--- src/rtl/serial_add_pkg.sv ---
// Shared constants and FSM state type for the serial nibble adder.
package serial_add_pkg;

  localparam int unsigned NIBBLE_W = 4;

  typedef enum logic [1:0] {
    IDLE = 2'd0,
    RUN  = 2'd1,
    DONE = 2'd2
  } state_e;

endpackage

--- src/rtl/full_adder.sv ---
// Single-bit full adder cell.
module full_adder (
  input  logic A,
  input  logic B,
  input  logic CIN,
  output logic SUM,
  output logic COUT
);

  assign SUM  = A ^ B ^ CIN;
  assign COUT = (A & B) | (CIN & (A ^ B));

endmodule

--- src/rtl/nibble_adder.sv ---
// 4-bit ripple adder slice built from full_adder cells; index 3 is the LSB.
module nibble_adder (
  input  logic [0:3] A,
  input  logic [0:3] B,
  input  logic       CIN,
  output logic [0:3] SUM,
  output logic       COUT
);

  // c[i+1] feeds bit i, so the ripple runs from index 3 up to index 0
  logic [0:4] c;

  assign c[4] = CIN;

  for (genvar i = 0; i < 4; i++) begin : g_fa
    full_adder u_fa (
      .A    (A[i]),
      .B    (B[i]),
      .CIN  (c[i+1]),
      .SUM  (SUM[i]),
      .COUT (c[i])
    );
  end

  assign COUT = c[0];

endmodule

--- src/rtl/serial_add_controller.sv ---
// Serial adder: one shared nibble_adder processes one nibble per cycle, LSB first.
// Optional OVF output enabled by defining SERIAL_ADD_OVF_EN.
module serial_add_controller
  import serial_add_pkg::*;
#(
  parameter int NIBBLES = 4
) (
  input  logic                      CLK,
  input  logic                      RST,
  input  logic                      IN_VALID,
  output logic                      IN_READY,
  input  logic [0:4*NIBBLES-1]      A,
  input  logic [0:4*NIBBLES-1]      B,
  input  logic                      CIN,
  output logic                      OUT_VALID,
  input  logic                      OUT_READY,
  output logic [0:4*NIBBLES-1]      SUM,
  output logic                      COUT
`ifdef SERIAL_ADD_OVF_EN
  ,
  output logic                      OVF
`endif
);

  localparam int W  = NIBBLE_W * NIBBLES;
  localparam int CW = (NIBBLES > 1) ? $clog2(NIBBLES) : 1;

  state_e          state_q, state_d;
  logic [CW-1:0]   cnt_q, cnt_d;
  logic [0:W-1]    a_q, a_d, b_q, b_d;
  logic [0:W-1]    sum_q, sum_d;
  logic            carry_q, carry_d;
  logic            cout_q, cout_d;

  logic [0:3]      a_nib, b_nib, nib_sum;
  logic            nib_cout;
  logic            last_nib;

  // Operand nibble for the current count; count 0 is the rightmost (LSB) slice
  always_comb begin
    a_nib = '0;
    b_nib = '0;
    for (int unsigned k = 0; k < NIBBLES; k++) begin
      if (cnt_q == CW'(k)) begin
        a_nib = a_q[W-NIBBLE_W-NIBBLE_W*k +: NIBBLE_W];
        b_nib = b_q[W-NIBBLE_W-NIBBLE_W*k +: NIBBLE_W];
      end
    end
  end

  nibble_adder u_nibble_adder (
    .A    (a_nib),
    .B    (b_nib),
    .CIN  (carry_q),
    .SUM  (nib_sum),
    .COUT (nib_cout)
  );

  assign last_nib = (cnt_q == CW'(NIBBLES - 1));

  always_comb begin
    state_d = state_q;
    cnt_d   = cnt_q;
    a_d     = a_q;
    b_d     = b_q;
    sum_d   = sum_q;
    carry_d = carry_q;
    cout_d  = cout_q;
    case (state_q)
      IDLE: begin
        if (IN_VALID) begin
          a_d     = A;
          b_d     = B;
          carry_d = CIN;
          cnt_d   = '0;
          state_d = RUN;
        end
      end
      RUN: begin
        for (int unsigned k = 0; k < NIBBLES; k++) begin
          if (cnt_q == CW'(k)) begin
            sum_d[W-NIBBLE_W-NIBBLE_W*k +: NIBBLE_W] = nib_sum;
          end
        end
        carry_d = nib_cout;
        if (last_nib) begin
          cout_d  = nib_cout;
          state_d = DONE;
        end else begin
          cnt_d = cnt_q + CW'(1);
        end
      end
      DONE: begin
        if (OUT_READY) begin
          state_d = IDLE;
        end
      end
      default: state_d = IDLE;
    endcase
  end

  always_ff @(posedge CLK) begin
    if (RST) begin
      state_q <= IDLE;
      cnt_q   <= '0;
      a_q     <= '0;
      b_q     <= '0;
      sum_q   <= '0;
      carry_q <= 1'b0;
      cout_q  <= 1'b0;
    end else begin
      state_q <= state_d;
      cnt_q   <= cnt_d;
      a_q     <= a_d;
      b_q     <= b_d;
      sum_q   <= sum_d;
      carry_q <= carry_d;
      cout_q  <= cout_d;
    end
  end

  assign IN_READY  = (state_q == IDLE);
  assign OUT_VALID = (state_q == DONE);
  assign SUM       = sum_q;
  assign COUT      = cout_q;

`ifdef SERIAL_ADD_OVF_EN
  logic ovf_q, ovf_d;

  // Carry into the MSB is recovered from the MSB sum bit of the final slice
  always_comb begin
    ovf_d = ovf_q;
    if (state_q == RUN && last_nib) begin
      ovf_d = (a_nib[0] ^ b_nib[0] ^ nib_sum[0]) ^ nib_cout;
    end
  end

  always_ff @(posedge CLK) begin
    if (RST) begin
      ovf_q <= 1'b0;
    end else begin
      ovf_q <= ovf_d;
    end
  end

  assign OVF = ovf_q;
`else
  // Overflow tracking compiled out; the SUM/COUT datapath is unchanged.
`endif

endmodule

--- config.mk ---
export PLATFORM = sky130hd
export DESIGN_NAME = serial_add_controller
export DESIGN_NICKNAME = d
export VERILOG_FILES = /design/src/rtl/serial_add_pkg.sv /design/src/rtl/full_adder.sv /design/src/rtl/nibble_adder.sv /design/src/rtl/serial_add_controller.sv
export SDC_FILE = /design/constraint.sdc
export NUM_CORES = 1
export LEC_CHECK = 0
export ABC_AREA = 1
export ABC_CLOCK_PERIOD_IN_PS = 4300
export CELL_PAD_IN_SITES_DETAIL_PLACEMENT = 2
export CELL_PAD_IN_SITES_GLOBAL_PLACEMENT = 2
export CORE_ASPECT_RATIO = 1.25
export CORE_MARGIN = 5
export CORE_UTILIZATION = 28
export CTS_BUF_LIST = sky130_fd_sc_hd__clkbuf_4
export DETAILED_ROUTE_END_ITERATION = 7
export PLACE_DENSITY_LB_ADDON = 0.1
export REMOVE_ABC_BUFFERS = 1
export SYNTH_ARGS = -nofsm -noshare
export SYNTH_HDL_FRONTEND = slang
export SYNTH_SLANG_ARGS = --single-unit
--- constraint.sdc ---
create_clock -name CLK -period 4.3 [get_ports CLK]
set_clock_uncertainty 0.2 [all_clocks]
set_input_delay 0.645 -clock CLK [delete_from_list [all_inputs] [get_ports CLK]]
set_output_delay 0.645 -clock CLK [all_outputs]
set_load 0.01 [all_outputs]
==> flow_summary_export.csv <==
group,metric,value,unit
timing,fin_hold_ws,0.303,ns
outcome,status,"finished clean",
power,power_density,340,nW/um^2
setup_path,critPathArrivalTime,3.63,ns
worst_hold_path,hold_path_class,"flip-flop to flip-flop",
setup_path,rr_endpoint,"SUM[0]$_SDFFE_PP0P_",
final_layout,final_nets,426,
yosys,seq_area_frac_synth,0.447,
placement,port_buffers,55,
timing,setup_violations,0,
timing,tightest_slew,0.528,ns
timing,relSlewSlack,0.648,
yosys,yosysTopAreaCellShare,0.447,
final_layout,insertedDiodeCount,0,
route,postRouteAntennaNets,0,
grt,grt_first_pass_wirelength,11.7,mm
clocking,cts_setup_buffers,0,
clocking,cts_tree,"yes",
grt,grt_usage,0.139,
setup_path,r2r_start,"cnt_q[0]$_SDFFE_PP0P_",
route,drcViolationCount,0,
grt,grt_start_max_net_pins,53,
timing,drv_slew,0,
setup_path,critPathLaunch,"cnt_q[0]$_SDFFE_PP0P_",
clocking,cts_max_level,2,
route,routed_wl,7.04,mm
timing,fin_ws,0.778,ns
clocking,cts_hold_buf,0,
yosys,syn_area,2420,sq um
yosys,synth-async-reset-ratio,0,
power,total_power,1.04,mW
setup_path,cp.required,4.41,ns
timing,rsz0062_at_grt,"false",
yosys,syn-instance-count,333,
setup_path,r2r_cells,15,
die,core_area,8560,sq um
setup_path,rrSetupSlack,0.78,ns
power,leakage,1.30,nW
route,drt-vias-per-instance,4.69,
yosys,synth_area_leaders,"dfxtp_1 (45%), nor2_1 (19%), o21ai_0 (8.3%)",
setup_path,start_kind,"flip-flop",
yosys,synth_edf_count,0,
yosys,synth.most_common_cell,"nor2_1",
grt,antenna_found_initial,0,
power,peakVddDrop,0.104,mV
final_layout,final_util,0.357,
die,start_util,0.283,
placement,hpwl,5.41,mm
placement,post-place-ws,0.786,ns
clocking,cts.path.max_buffers,2,
final_layout,area_delta_synth_final,26.1,%
timing,min_period,3.52,ns
setup_path,endpoint_kind,"flip-flop",
die,die_y,114,um
clocking,numCtsBuffers,5,
grt,grt_overflow,0,
die,rows,38,
setup_path,worstPathMaxFanout,10,
timing,hold_viol_final,0,
route,num_vias,2259,
timing,setup_tns,0,ns
grt,grt_pass1_vias,2370,
clocking,clock_sinks,54,
yosys,netlist-cell-type-count,21,
placement,place_congestion,0.805,
die,die_w,93.2,um
route,drt_pass1_iterations,4,
route,drt_iter0_drc,80,
timing,period_share,0.819,
yosys,synth_common_cells,"nor2_1 (120), dfxtp_1 (54), o21ai_0 (40)",
job,drv_cap,0,
yosys,avgSynthCellArea,7.27,sq um
setup_path,setup.worst_path.end,"SUM[0]$_SDFFE_PP0P_",
clocking,clock-root-buffer,"clkbuf_4",
final_layout,drive_gt1_frac,0.0366,
die,ios,56,
yosys,synth_seq_cells,54,
yosys,yosys_warnings,0,
timing,fmax,0.284,GHz
clocking,clk_pin_slew_worst_paths,0.16,ns
die,dieArea,10600,sq um
clocking,cts_resized,0,
clocking,clk_latency,0.39,ns
yosys,synth_flop_cell,"dfxtp_1",
route,wire_per_inst,14.6,um
yosys,yosysTopAreaCell,"dfxtp_1",
setup_path,path_class,"flip-flop to flip-flop",
==> through the flow <==
stage / instances / instance area, sq um
6_report: 482 / 3050
5_1_grt: 482 / 3050
4_1_cts: 482 / 3050
3_5_place_dp: 474 / 3000
3_3_place_gp: 474 / 3000
2_1_floorplan: 318 / 2310
==> critical path, cell delays in order, from the launching register on <==
cell     delay (ns)
dfxtp_1        0.43
inv_1          0.10
ha_1           0.36
inv_2          0.20
o21ai_0        0.10
o21ai_0        0.19
nand2_1        0.10
fa_1           0.37
inv_1          0.08
fa_1           0.17
inv_1          0.06
fa_1           0.35
inv_1          0.08
fa_1           0.47
nor2_1         0.13
nor2_1         0.06
==> state kept, by name (all words and copies together) (netlist names) <==
| signal | cells |
|---|---|
| cnt_q | 2 |
| carry_q | 1 |
| a_q | 16 |
| SUM | 16 |
| b_q | 16 |
| COUT | 1 |
| state_q | 2 |
==> per-layer routing <==
layer | global-route usage | part of all wire | wire length [um]
met1 | 0.168 | 0.44 | 3090
met2 | 0.248 | 0.51 | 3600
met3 | 0.0270 | 0.037 | 259
met4 | 0.0411 | 0.013 | 90
met5 | 0 | 0 | 0
==> cells by family after synthesis <==
group / synth area share
simple gates: 0.265
fa+ha+maj: 0.0538
compound gates: 0.156
flops: 0.447
buf+inv: 0.0781
==> cells in the final DEF (no fill, tap or decap), types with 3 or more instances in the layout <==
cell type	Yosys	layout
nor2_1	120	120
clkdlybuf4s50_1	0	55
dfxtp_1	54	54
o21ai_0	40	40
nand2_1	27	27
inv_1	18	18
a21oi_1	14	14
o21ai_1	14	14
nand3_1	11	11
clkbuf_4	0	5
fa_1	4	4
ha_1	4	4
a21boi_0	3	3
==> area by class of cell <==
type                    count  area (sq um)
clock buffers               5          37.5
clock inverters             3          16.3
fillers                  1030          5510
inverters                  21          83.8
multi-input cells         243          1150
flip-flops and latches     54          1080
well taps                 100           125
repair buffers             56           558
==> worst min path at each step <==
stage	start	end	slack, ns	depth (start not counted)
floorplan	b_q[3]$_SDFFE_PP0P_	b_q[3]$_SDFFE_PP0P_	0.25	2
global placement	a_q[2]$_SDFFE_PP0P_	a_q[2]$_SDFFE_PP0P_	0.27	2
detailed placement	a_q[6]$_SDFFE_PP0P_	a_q[6]$_SDFFE_PP0P_	0.28	2
CTS	a_q[6]$_SDFFE_PP0P_	a_q[6]$_SDFFE_PP0P_	0.31	2
global route	a_q[6]$_SDFFE_PP0P_	a_q[6]$_SDFFE_PP0P_	0.34	2
finish	a_q[6]$_SDFFE_PP0P_	a_q[6]$_SDFFE_PP0P_	0.30	2
==> power by group <==
| group | switching, mW | total (mW) | internal, mW | leakage (nW) |
|---|---|---|---|---|
| clock | 0.163 | 0.225 | 0.0616 | 0.0303 |
| sequential | 0.0232 | 0.561 | 0.538 | 0.444 |
| combinational | 0.145 | 0.251 | 0.106 | 0.826 |
| total | 0.331 | 1.04 | 0.705 | 1.30 |
Note: power is estimated with default switching activity, not from simulation.
